### config.mk
export PLATFORM = sky130hd
export DESIGN_NAME = e203_ifu_rfrd_arb
export DESIGN_NICKNAME = d
export VERILOG_FILES = /design/src/rtl/e203_ifu_rfrd_arb.sv
export SDC_FILE = /design/constraint.sdc
export NUM_CORES = 1
export LEC_CHECK = 0
export ABC_AREA = 1
export BUFFER_PORTS_ARGS = -buffer_cell sky130_fd_sc_hd__buf_2
export CAP_MARGIN = 40
export CORE_MARGIN = 4
export CORE_UTILIZATION = 36
export DETAILED_ROUTE_END_ITERATION = 12
export GPL_TIMING_DRIVEN = 0
export PLACE_DENSITY = 0.87
export SKIP_LAST_GASP = 1
export SYNTH_ARGS = -nofsm -noshare
export SYNTH_HDL_FRONTEND = slang
export SYNTH_SLANG_ARGS = --single-unit
### constraint.sdc
create_clock -name clk -period 3.9 [get_ports clk]
set_input_delay 0 -clock clk [delete_from_list [all_inputs] [get_ports clk]]
set_output_delay 0 -clock clk [all_outputs]
set_load 0.01 [all_outputs]
### src/rtl/e203_ifu_rfrd_arb.sv
// Regfile read-port-1 arbiter between the BPU (JALR rs1) and the EXU.
// Grants combinationally and returns data one cycle later, with x0 bypass.
module e203_ifu_rfrd_arb #(
    parameter int XLEN       = 32,
    parameter int RFIDX_W    = 5,
    parameter int STARVE_LIM = 4
) (
    input  logic               clk,
    input  logic               rst,
    input  logic               bpu_req,
    input  logic [RFIDX_W-1:0] bpu_idx,
    input  logic               exu_req,
    input  logic [RFIDX_W-1:0] exu_idx,
    input  logic               flush,
    output logic               bpu_gnt,
    output logic               exu_gnt,
    output logic               rf_rd_ena,
    output logic [RFIDX_W-1:0] rf_rd_idx,
    input  logic [XLEN-1:0]    rf_rd_data,
    output logic               bpu_rsp_vld,
    output logic [XLEN-1:0]    bpu_rsp_data,
    output logic               exu_rsp_vld,
    output logic [XLEN-1:0]    exu_rsp_data,
    output logic               bpu_starved
);

    localparam logic [1:0] OWN_NONE = 2'd0;
    localparam logic [1:0] OWN_BPU  = 2'd1;
    localparam logic [1:0] OWN_EXU  = 2'd2;
    localparam logic [3:0] LIM      = 4'(STARVE_LIM);

    logic [1:0]      owner_q;
    logic [1:0]      owner_d;
    logic            zflag_q;
    logic            zflag_d;
    logic [3:0]      cnt_q;
    logic [3:0]      cnt_d;
    logic            bpu_win;
    logic            any_gnt;
    logic [XLEN-1:0] rsp_data;

    always_comb begin
        bpu_starved = ~rst & (cnt_q == LIM);
        // Starvation lets BPU jump EXU, but a flush always kills the BPU read.
        bpu_win     = bpu_req & ~flush & (~exu_req | bpu_starved);
        bpu_gnt     = ~rst & bpu_win;
        exu_gnt     = ~rst & exu_req & ~bpu_win;
        any_gnt     = bpu_gnt | exu_gnt;
        rf_rd_idx   = '0;
        unique case (1'b1)
            bpu_gnt: rf_rd_idx = bpu_idx;
            exu_gnt: rf_rd_idx = exu_idx;
            default: rf_rd_idx = '0;
        endcase
        rf_rd_ena   = any_gnt & (rf_rd_idx != '0);
        zflag_d     = any_gnt & (rf_rd_idx == '0);
    end

    always_comb begin
        owner_d = OWN_NONE;
        unique case (1'b1)
            bpu_gnt: owner_d = OWN_BPU;
            exu_gnt: owner_d = OWN_EXU;
            default: owner_d = OWN_NONE;
        endcase
    end

    always_comb begin
        cnt_d = '0;
        if (bpu_req & ~bpu_gnt & ~flush) begin
            cnt_d = (cnt_q == LIM) ? cnt_q : cnt_q + 4'd1;
        end
    end

    always_comb begin
        rsp_data     = zflag_q ? '0 : rf_rd_data;
        bpu_rsp_vld  = ~rst & ~flush & (owner_q == OWN_BPU);
        exu_rsp_vld  = ~rst & (owner_q == OWN_EXU);
        bpu_rsp_data = bpu_rsp_vld ? rsp_data : '0;
        exu_rsp_data = exu_rsp_vld ? rsp_data : '0;
    end

    always_ff @(posedge clk) begin
        if (rst) begin
            owner_q <= OWN_NONE;
            zflag_q <= 1'b0;
            cnt_q   <= '0;
        end else begin
            owner_q <= owner_d;
            zflag_q <= zflag_d;
            cnt_q   <= cnt_d;
        end
    end

endmodule
==> summary.md, run 1 <==
| Metric | Value |
|---|---|
| Status | complete, no violations |
| Clock share of power | 0.258 |
| Setup TNS | 0 ns |
| Die Y-Extent | 60.93 um |
| Initial antenna violation count | 0 |
| Max-cap violations | 0 |
| Grt ovf | 0 |
| Mapped Area | 0.001008 sq mm |
| Max-slew violations | 0 |
| Final setup violating endpoints | 0 |
| Peak VDD IR | 182.8 uV |
| Crit path from | cnt_q[0] |
| Post-Route Utilization | 0.6535 |
| Clk_skew | 0.0004376 ns |
| Period utilization | 0.4519 |
| Resize count post-CTS | 0 |
| Post-Synthesis Cells | between 150 and 200 |
| Diode count | 0 |
| Vias | about 1600 |
| Sequential-to-total area share from yosys stat | 0.1390 |
| H-tree lvl count | 1 |
| Residual DRC | 0 |
| CP Class | reg -> out |
| Port bufs | approximately 120 |
| I/O pins | 122 |
| CP Max Fanout | 6 |
| Main area contributors after synthesis | nor3_1, inv_1, dfxtp_1 |
| CTS buffer count | 3 |
| Nets | between 300 and 400 |
| Pre-Repair DR Iteration Count | 4 |
| Die X-Extent | a little over 60 um |
| Vias per cell | roughly 4.7 |
| Root Buffer | clkbuf_4 |
| Synth Warn # | 0 |
| GRT Resource Usage Total | 0.1841 |
| Crit. End Element | primary output |
| Initial cell density of the core | 0.3928 |
| Die area | 0.003712 sq mm |
| Switching portion of total power | 0.3698 |
| Floorplan row count | 18 |
| ANT nets after route | 0 |
| DRT iter0 DRCs | 63 |
| Final WL | 3.737 mm |
| RD Place Congestion | a little under 0.8 |
| DP HPWL | 3.197 mm |
| Comb power frac | 0.439 |
| Overall power | 245.7 uW |
| Fmax | 567.4 MHz |
| Clk slew on worst S/H paths | approximately 0.050 ns |
| First-pass GRT wire length | 5.430 mm |
| Core Region | about 0.0026 sq mm |
| Max_slew headroom | 0.6965 |
| Layout cells sized above 1 | 0.4671 |
| Library cells used by synthesis | 22 |
| Final Hold Fails | 0 |
| Worst r2r src | cnt_q[0] |
| Register share of total power | 0.303 |
| Unrepaired setup endpoints after global routing | no |
| Number of synthesized register bits | 7 |
| Hold Worst Slack | approximately 0.085 ns |
| Avg Inst Size Synth | 5.634 sq um |
| WP data arrival | between 1.5 and 2 ns |
| Vias in the first global route | ~1300 |
| Switching pwr | between 90 and 100 uW |
| CTS tree | yes |
| Wirelength per Cell | roughly 11 um |
| Synth area leader | nor3_1 |
| Clk sinks | 7 |
| Layout area overhead | 66.38% |
| Pwr dens | around 150 mW/mm^2 |
| Syn Nets | 228 |
| Worst skew pair latency | between 0.2 and 0.3 ns |
| Post-synth top area share | 0.3226 |
| WP data required | between 3 and 4 ns |
| Clock buffer depth | 2 |
| Pleak | between 0.001 and 0.0015 uW |
| Slew @ Worst Pin | 0.4552 ns |
| Filler instances | approximately 250 |
| Largest net degree at the start of global routing | 11 |
| HP Class | in -> reg |
| Hold_sp | flush |
| Startpoint types | flop |
| Internal cell power | about 150 uW |
| Hold Buf Count CTS | 0 |
| Postcts setup bufs | 0 |
| Minimum clock period after layout | 1.762 ns |
[worst paths after layout]
| check | end | slack, ns | depth (start not counted) |
|---|---|---|---|
| max | rf_rd_ena | 2.14 | 10 |
| min reg2reg | cnt_q[0] | 0.51 | 2 |
| max reg2reg | zflag_q | 2.39 | 10 |
| min | owner_q[1] | 0.08 | 3 |
[layer usage]
metal / vias up / share of wire / track usage / wire (um)
met2: 74 / 0.51 / 0.3466 / 1892
met5: - / 0 / 0 / 0
met3: 2 / 0.12 / 0.02979 / 430
li1: 816 / - / - / -
met1: 663 / 0.37 / 0.2114 / 1399
met4: 0 / 0.0040 / 0.05263 / 15
[Yosys cell counts]
cell and count:
a21oi_1 5, a21oi_4 1, buf_2 3, clkbuf_1 10
dfxtp_1 7, ha_1 2, inv_1 47, inv_2 1
nand2_1 15, nand2_2 2, nand2_4 3, nand3_1 6
nand3_2 1, nand4_1 1, nor2_1 1, nor2_2 3
nor2_4 2, nor2_8 1, nor3_1 65, o21ai_0 1
o21ai_4 1, xnor2_1 1
[cells in the final DEF, fill, tap and decap left out]
cell type and instances:
dfxtp_1 7, clkbuf_1 11, nor2_1 1, inv_2 1, clkbuf_4 3, nand3_1 6
nand4_1 1, nand2_1 15, inv_1 47, nand3_2 1, o21ai_4 1, nand2_2 2
buf_2 124, a21oi_1 5, nor2_4 2, a21oi_4 1, nor2_8 1, xnor2_1 1
nand2_4 3, o21ai_0 1, nor2_2 3, nor3_1 65, ha_1 2
[stage by stage]
step | worst slack [ns] | std cells | instance area [sq um]
6_report | 2.138 | 334 | 1678
5_1_grt | 1.949 | 334 | 1678
2_1_floorplan | 2.406 | 179 | 1008
4_1_cts | 2.101 | 334 | 1678
3_5_place_dp | 2.366 | 330 | 1652
3_3_place_gp | 2.421 | 330 | 1652
[power by group through the flow]
| stage | clock (uW) | sequential (uW) | combinational, uW |
|---|---|---|---|
| 2_1_floorplan | 0 | 75.7 | 60.0 |
| 3_3_place_gp | 0 | 75.8 | 106 |
| 3_5_place_dp | 0 | 75.9 | 108 |
| 4_1_cts | 66.7 | 74.4 | 109 |
| 5_1_grt | 71.7 | 74.7 | 121 |
| 6_report | 63.5 | 74.5 | 108 |
[worst max-delay path, cell delays in order, from the launching register on]
cell     delay [ns]
dfxtp_1        0.38
inv_1          0.07
ha_1           0.20
nand2_2        0.13
nor2_8         0.06
a21oi_4        0.20
nand2_1        0.12
o21ai_4        0.07
inv_1          0.06
nand3_2        0.08
buf_2          0.14
[sequential cells by signal, indices dropped and copies added, names as in the netlist]
name     flops
cnt_q        4
owner_q      2
zflag_q      1
[kinds of logic after synthesis]
logic type,Yosys count,synth area share
XOR/XNOR,1,0.008686
AND/OR/NAND/NOR,100,0.5347
AO/OA/AOI/OAI,8,0.06203
flip-flops,7,0.1390
buffers and inverters,61,0.2308
adder cells (fa/ha/maj),2,0.02481
[final cells by class]
class / instances / area, sq um / share of cell area
plain buffers: 13 / 52.55 / 0.03132
repair buffers: 121 / 605.6 / 0.3609
inverters: 48 / 180.2 / 0.1074
well taps: 30 / 37.54 / 0.02237
multi-input cells: 111 / 635.6 / 0.3788
clock buffers: 4 / 26.28 / 0.01566
flip-flops and latches: 7 / 140.1 / 0.08352
(Power assumes the default switching activity.)
==> run 2: changes to the inputs <==
--- a/config.mk
+++ b/config.mk
@@ -9,10 +9,10 @@
 export BUFFER_PORTS_ARGS = -buffer_cell sky130_fd_sc_hd__buf_2
 export CAP_MARGIN = 40
 export CORE_MARGIN = 4
-export CORE_UTILIZATION = 36
+export CORE_UTILIZATION = 30
 export DETAILED_ROUTE_END_ITERATION = 12
 export GPL_TIMING_DRIVEN = 0
-export PLACE_DENSITY = 0.87
+export PLACE_DENSITY = 0.78
 export SKIP_LAST_GASP = 1
 export SYNTH_ARGS = -nofsm -noshare
 export SYNTH_HDL_FRONTEND = slang
==> constraint.sdc (replaced) <==
create_clock -name clk -period 1.5 [get_ports clk]
set_input_delay 0 -clock clk [delete_from_list [all_inputs] [get_ports clk]]
set_output_delay 0 -clock clk [all_outputs]
set_load 0.01 [all_outputs]
==> run 2 against run 1 <==
  * Wire length increased by 10%
  * Hold slack got worse by 0.0019 ns
  * Highest routed layer unchanged
  * The flow now finishes with violations (setup timing)
  * Largest power group unchanged
  * Worst setup slack got worse by 2.2 ns
  * First-iteration DRC count decreased by 33%
  * Flip-flop and latch count unchanged
==> summary.md, run 2 (synthesized netlist as in run 1, its figures left out) <==
| Metric | Value |
|---|---|
| Status | complete, but fails checks (was complete, no violations) |
| Failing checks | setup timing |
| First-pass GRT wire length | 6.368 mm (was 5.430 mm) |
| CP Class | reg -> out (unchanged) |
| Layout cells sized above 1 | 0.5587 (was 0.4671) |
| Port bufs | 121 (unchanged) |
| Worst skew pair latency | 0.26 ns (was 0.25 ns) |
| CTS tree | yes (unchanged) |
| Unrepaired setup endpoints after global routing | yes (was no) |
| DP Worst Slack | -0.003889 ns (was 2.366 ns) |
| Pwr dens | 368.1 mW/mm^2 (was 146.5 mW/mm^2) |
| Final WL | 4.121 mm (was 3.737 mm) |
| Die area | 0.004353 sq mm (was 0.003712 sq mm) |
| Hold Worst Slack | 0.08310 ns (was 0.08497 ns) |
| Final Hold Fails | 0 (unchanged) |
| I/O pins | 122 (unchanged) |
| Final setup margin | -0.09282 ns (was 2.138 ns) |
| Fmax | 627.8 MHz |
| Clk_skew | 0.005589 ns (was 0.0004376 ns) |
| Nets | 365 (was 354) |
| WP data arrival | 1.59 ns (was 1.76 ns) |
| Residual DRC | 0 (unchanged) |
| Vias in the first global route | 1580 (was 1331) |
| Filler instances | 320 (was 245) |
| H-tree lvl count | 1 (unchanged) |
| Grt ovf | 0 (unchanged) |
| Initial antenna violation count | 0 (unchanged) |
| Die X-Extent | 65.98 um (was 60.93 um) |
| Wirelength per Cell | 11.48 um (was 11.19 um) |
| Clk sinks | 7 (unchanged) |
| Pre-Repair DR Iteration Count | 4 (unchanged) |
| CP Max Fanout | 5 (was 6) |
| Most common cell after layout, fill and taps aside | buf_2 (unchanged) |
| Largest Register | cnt_q (unchanged) |
| Layout area overhead | 84.74% (was 66.38%) |
| WP data required | 1.50 ns (was 3.90 ns) |
| Period utilization | 1.062 |
| Clock buffer depth | 2 (unchanged) |
| DP HPWL | 3.155 mm (was 3.197 mm) |
| GRT Resource Usage Total | 0.1794 (was 0.1841) |
| Pleak | 0.001241 uW (was 0.001142 uW) |
| Initial cell density of the core | 0.3224 (was 0.3928) |
| RD Place Congestion | 0.7097 (was 0.7918) |
| Crit. End Element | primary output (unchanged) |
| Largest net degree at the start of global routing | 11 (unchanged) |
| DRT iter0 DRCs | 42 (was 63) |
| Vias | 1631 (was 1555) |
| Core Region | 0.003128 sq mm (was 0.002567 sq mm) |
| CTS buffer count | 3 (unchanged) |
| HP Class | in -> reg (unchanged) |
| Placed cell count | 344 (was 330) |
| Commonest cells after routing, fill and taps aside | buf_2, nor3_1, inv_1 (unchanged) |
| Final setup violating endpoints | 3 (was 0) |
| Floorplan row count | 20 (was 18) |
| ANT nets after route | 0 (unchanged) |
| Final cell count without fillers | 359 (was 334) |
| Startpoint types | flop (unchanged) |
| Max-cap violations | 0 (unchanged) |
| Slew @ Worst Pin | 0.3000 ns (was 0.4552 ns) |
| Max-slew violations | 0 (unchanged) |
| Clk slew on worst S/H paths | 0.05 ns (about the same) |
| Root Buffer | clkbuf_4 (unchanged) |
| Die Y-Extent | 65.98 um (was 60.93 um) |
| Minimum clock period after layout | 1.593 ns |
| Max_slew headroom | 0.7997 (was 0.6965) |
| Peak VDD IR | 271.9 uV (was 182.8 uV) |
| Diode count | 0 (unchanged) |
| Max reg flops | 4 (unchanged) |
| Vias per cell | 4.543 (was 4.656) |
| Top Registers | cnt_q: 4 flops, owner_q: 2 flops, zflag_q: 1 flops (unchanged) |
==> run 2: changes by cell type in the layout (fill, tap and decap cells not counted), sizes merged <==
cell,before,now
buf,124,136
clkbuf,14,13
==> run 2: metrics by stage <==
| stage | instance area [sq um] | total power, uW | utilization | TNS [ns] |
|---|---|---|---|---|
| after floorplan | 1008 | 352.9 | - | 0 |
| after global placement | 1669 | 475.6 | 0.5336 | 0 |
| after detailed placement | 1669 | 478.7 | 0.5336 | -0.003889 |
| after CTS | 1777 | 666.4 | 0.5680 | -1.677 |
| after global routing | 1863 | 736.8 | 0.5956 | -1.081 |
| final | 1863 | 685.8 | 0.5956 | -0.1826 |
==> run 2: metal layers <==
| metal | share of wire | track usage |
|---|---|---|
| met5 | 0 | 0 |
| met4 | 0.0092 | 0.07614 |
| met3 | 0.13 | 0.04252 |
| met2 | 0.49 | 0.3342 |
| met1 | 0.37 | 0.1898 |
==> run 2: worst max-delay path: stages, from the launching register on <==
cell and delay, ns:
dfxtp_2 0.32, inv_2 0.07, ha_4 0.14, nand2_4 0.06, nor2_8 0.15, nand2_4 0.07
nand2_4 0.09, nand3_2 0.10, nand2_2 0.11, nor2_2 0.04, nand3_2 0.08, buf_6 0.11
==> run 2: area by class of cell <==
type                    instances  area [sq um]  area share
repair buffers                133         711.9      0.3821
multi-input cells             111         678.2      0.3640
inverters                      48         180.2     0.09671
flip-flops and latches          7         142.6     0.07656
plain buffers                  12         68.82     0.03694
well taps                      44         55.05     0.02955
clock buffers                   4         26.28     0.01410
==> run 2: power breakdown <==
| group | leakage [uW] | switching (uW) | internal [uW] |
|---|---|---|---|
| Clock | 0.0000150 | 72.9 | 102 |
| Sequential | 0.0000580 | 6.67 | 192 |
| Combinational | 0.00117 | 178 | 135 |
| Total | 0.00124 | 258 | 428 |
==> run 2: path summary, 6_finish.rpt <==
check,startpoint,to,slack [ns],cells after the start
max,cnt_q[0],rf_rd_ena,-0.09,11
min,flush,owner_q[1],0.08,3
max reg2reg,cnt_q[0],zflag_q,-0.08,12
min reg2reg,cnt_q[3],cnt_q[3],0.59,2
==> run 2: timing repair <==
action                     in CTS  in global routing
setup endpoints to repair      68                 69
pin swaps                       6                  8
setup buffers                   7                  5
gates resized for setup        11                 28
hold buffers                    0                  0
==> run 3: changes to the inputs <==
--- a/config.mk
+++ b/config.mk
@@ -11,9 +11,7 @@
 export CORE_MARGIN = 4
 export CORE_UTILIZATION = 30
 export DETAILED_ROUTE_END_ITERATION = 12
-export GPL_TIMING_DRIVEN = 0
 export PLACE_DENSITY = 0.78
-export SKIP_LAST_GASP = 1
 export SYNTH_ARGS = -nofsm -noshare
 export SYNTH_HDL_FRONTEND = slang
 export SYNTH_SLANG_ARGS = --single-unit
==> run 3 against run 2 <==
  * The flow still finishes with violations (setup timing)
  * First-iteration DRC count is 24% higher
  * Die area unchanged
  * Worst setup slack worse by 0.016 ns
  * Critical path depth is the same
  * Maximum frequency is 0.98% lower
==> summary.md, run 3 (synthesized netlist as in run 1, its figures left out) <==
| Metric | Value |
|---|---|
| GRT Resource Usage Total | 0.1723 (was 0.1794) |
| Post-Route Utilization | 0.6008 (was 0.5956) |
| Clk sinks | 7 (unchanged) |
| Final WL | 3.962 mm (was 4.121 mm) |
| Clk slew on worst S/H paths | 0.05 ns (about the same) |
| Max-slew violations | 0 (unchanged) |
| Internal cell power | 428.6 uW (was 427.9 uW) |
| Crit. End Element | primary output (unchanged) |
| Vias | 1592 (was 1631) |
| Die area | 0.004353 sq mm (unchanged) |
| Grt ovf | 0 (unchanged) |
| Post-route cell area | 0.001879 sq mm (was 0.001863 sq mm) |
| DP Worst Slack | 0.002558 ns (was -0.003889 ns) |
| Slew @ Worst Pin | 0.2652 ns (was 0.3000 ns) |
| Port bufs | 121 (unchanged) |
| Switching portion of total power | 0.3773 (was 0.3761) |
| Wirelength per Cell | 11.29 um (was 11.48 um) |
| Layout cells sized above 1 | 0.5668 (was 0.5587) |
| Peak VDD IR | 481.0 uV (was 271.9 uV) |
| I/O pins | 122 (unchanged) |
| Pleak | 0.001218 uW (was 0.001241 uW) |
| Unrepaired setup endpoints after global routing | yes (unchanged) |
| Max-cap violations | 0 (unchanged) |
| Diode count | 0 (unchanged) |
| DRT iter0 DRCs | 52 (was 42) |
| Failing checks | setup timing (unchanged) |
| Die Y-Extent | 65.98 um (unchanged) |
| Status | complete, but fails checks (unchanged) |
| CP Max Fanout | 5 (unchanged) |
| Root Buffer | clkbuf_4 (unchanged) |
| Max reg flops | 4 (unchanged) |
| WP data arrival | 1.61 ns (was 1.59 ns) |
| CP Class | reg -> out (unchanged) |
| Final setup margin | -0.1086 ns (was -0.09282 ns) |
| Worst skew pair latency | 0.26 ns (about the same) |
| Minimum clock period after layout | 1.609 ns (was 1.593 ns) |
| Hold Worst Slack | 0.07986 ns (was 0.08310 ns) |
| Most common cell after layout, fill and taps aside | buf_2 (unchanged) |
| Residual DRC | 0 (unchanged) |
| Switching pwr | 259.7 uW (was 258.0 uW) |
| H-tree lvl count | 1 (unchanged) |
| Comb power frac | 0.447 (was 0.456) |
| WP data required | 1.50 ns (about the same) |
| Hold Buf Count CTS | 0 (unchanged) |
| Top Registers | cnt_q: 4 flops, owner_q: 2 flops, zflag_q: 1 flops (unchanged) |
| Pwr dens | 366.3 mW/mm^2 (was 368.1 mW/mm^2) |
| DP HPWL | 3.014 mm (was 3.155 mm) |
| Final Hold Fails | 0 (unchanged) |
| Floorplan row count | 20 (unchanged) |
| Clk_skew | 0.0006116 ns (was 0.005589 ns) |
| Clock buffer depth | 2 (unchanged) |
| Final setup violating endpoints | 2 (was 3) |
| Vias per cell | 4.536 (was 4.543) |
| Worst r2r src | cnt_q[0] (unchanged) |
| Die X-Extent | 65.98 um (unchanged) |
| Fmax | 621.7 MHz (was 627.8 MHz) |
| Largest net degree at the start of global routing | 57 (was 11) |
| Layout area overhead | 86.35% (was 84.74%) |
| Period utilization | 1.072 (was 1.062) |
| HP Class | in -> reg (unchanged) |
| Commonest cells after routing, fill and taps aside | buf_2, nor3_1, inv_1 (unchanged) |
| Nets | 357 (was 365) |
| CTS tree | yes (unchanged) |
| ANT nets after route | 0 (unchanged) |
| Overall power | 688.3 uW (was 685.8 uW) |
| CTS buffer count | 3 (unchanged) |
| Max_slew headroom | 0.8230 (was 0.7997) |
| Initial cell density of the core | 0.3224 (unchanged) |
| Hold_sp | flush (unchanged) |
| Largest Register | cnt_q (unchanged) |
| RD Place Congestion | 0.8102 (was 0.7097) |
| Register share of total power | 0.292 (was 0.289) |
| Vias in the first global route | 1521 (was 1580) |
| Startpoint types | flop (unchanged) |
| Pre-Repair DR Iteration Count | 4 (unchanged) |
| Clock share of power | 0.262 (was 0.255) |
| First-pass GRT wire length | 6.272 mm (was 6.368 mm) |
| Initial antenna violation count | 0 (unchanged) |
| Placed Instance Area | 0.001665 sq mm (was 0.001669 sq mm) |
| Core Region | 0.003128 sq mm (unchanged) |
| Crit path from | cnt_q[0] (unchanged) |
-- run 3: cell count changes in the layout (fill, tap and decap cells not counted), moves of 2 or more --
cell	delta
nand2_2	+4
nand2_1	-4
buf_12	+2
clkbuf_2	-8
buf_2	-5
buf_6	+2
buf_4	+2
-- run 3: timing repair --
| item | CTS | global route |
|---|---|---|
| resized for setup | 11 | 15 |
| pin swaps | 8 | 12 |
| endpoints found under the setup margin | 8 | 40 |
| buffers inserted | 7 | 6 |
-- run 3: worst paths after layout --
check	slack (ns)	cells past startpoint	to
worst max-delay path	-0.11	11	rf_rd_ena
worst min-delay path	0.08	3	owner_q[1]
worst max register to register	0.01	12	zflag_q
worst min register to register	0.60	2	cnt_q[3]
-- run 3: power by group through the flow --
stage / Combinational [uW] / Clock, uW / Sequential (uW)
final: 308 / 180 / 201
after global routing: 343 / 184 / 202
after CTS: 290 / 177 / 200
after detailed placement: 273 / 0 / 204
after global placement: 270 / 0 / 204
after floorplan: 156 / 0 / 197
-- run 3: critical path: stages, from the launching register on --
cell	delay, ns
dfxtp_2	0.33
inv_2	0.07
ha_4	0.13
nand2_4	0.06
nor2_8	0.12
nand2_4	0.07
nand2_4	0.10
nand2_4	0.06
o21ai_4	0.15
inv_2	0.05
nand3_2	0.09
buf_6	0.11
-- run 3: final cells by class --
class,instances,area (sq um)
clock buffers,4,26.28
inverters,48,180.2
flip-flops and latches,7,143.9
multi-input cells,111,688.2
repair buffers,137,785.8
well taps,44,55.05
fillers,284,1249
-- run 3: layer usage --
metal  track usage  part of all wire
met1        0.1970              0.38
met2        0.3304              0.48
met3       0.02551              0.14
met4       0.04061            0.0078
met5             0                 0
-- run 3: metrics by stage --
stage          setup TNS [ns]  cells
2_1_floorplan               0    179
3_3_place_gp                0    334
3_5_place_dp                0    334
4_1_cts              -0.05965    345
5_1_grt               -0.4173    351
6_report              -0.1123    351
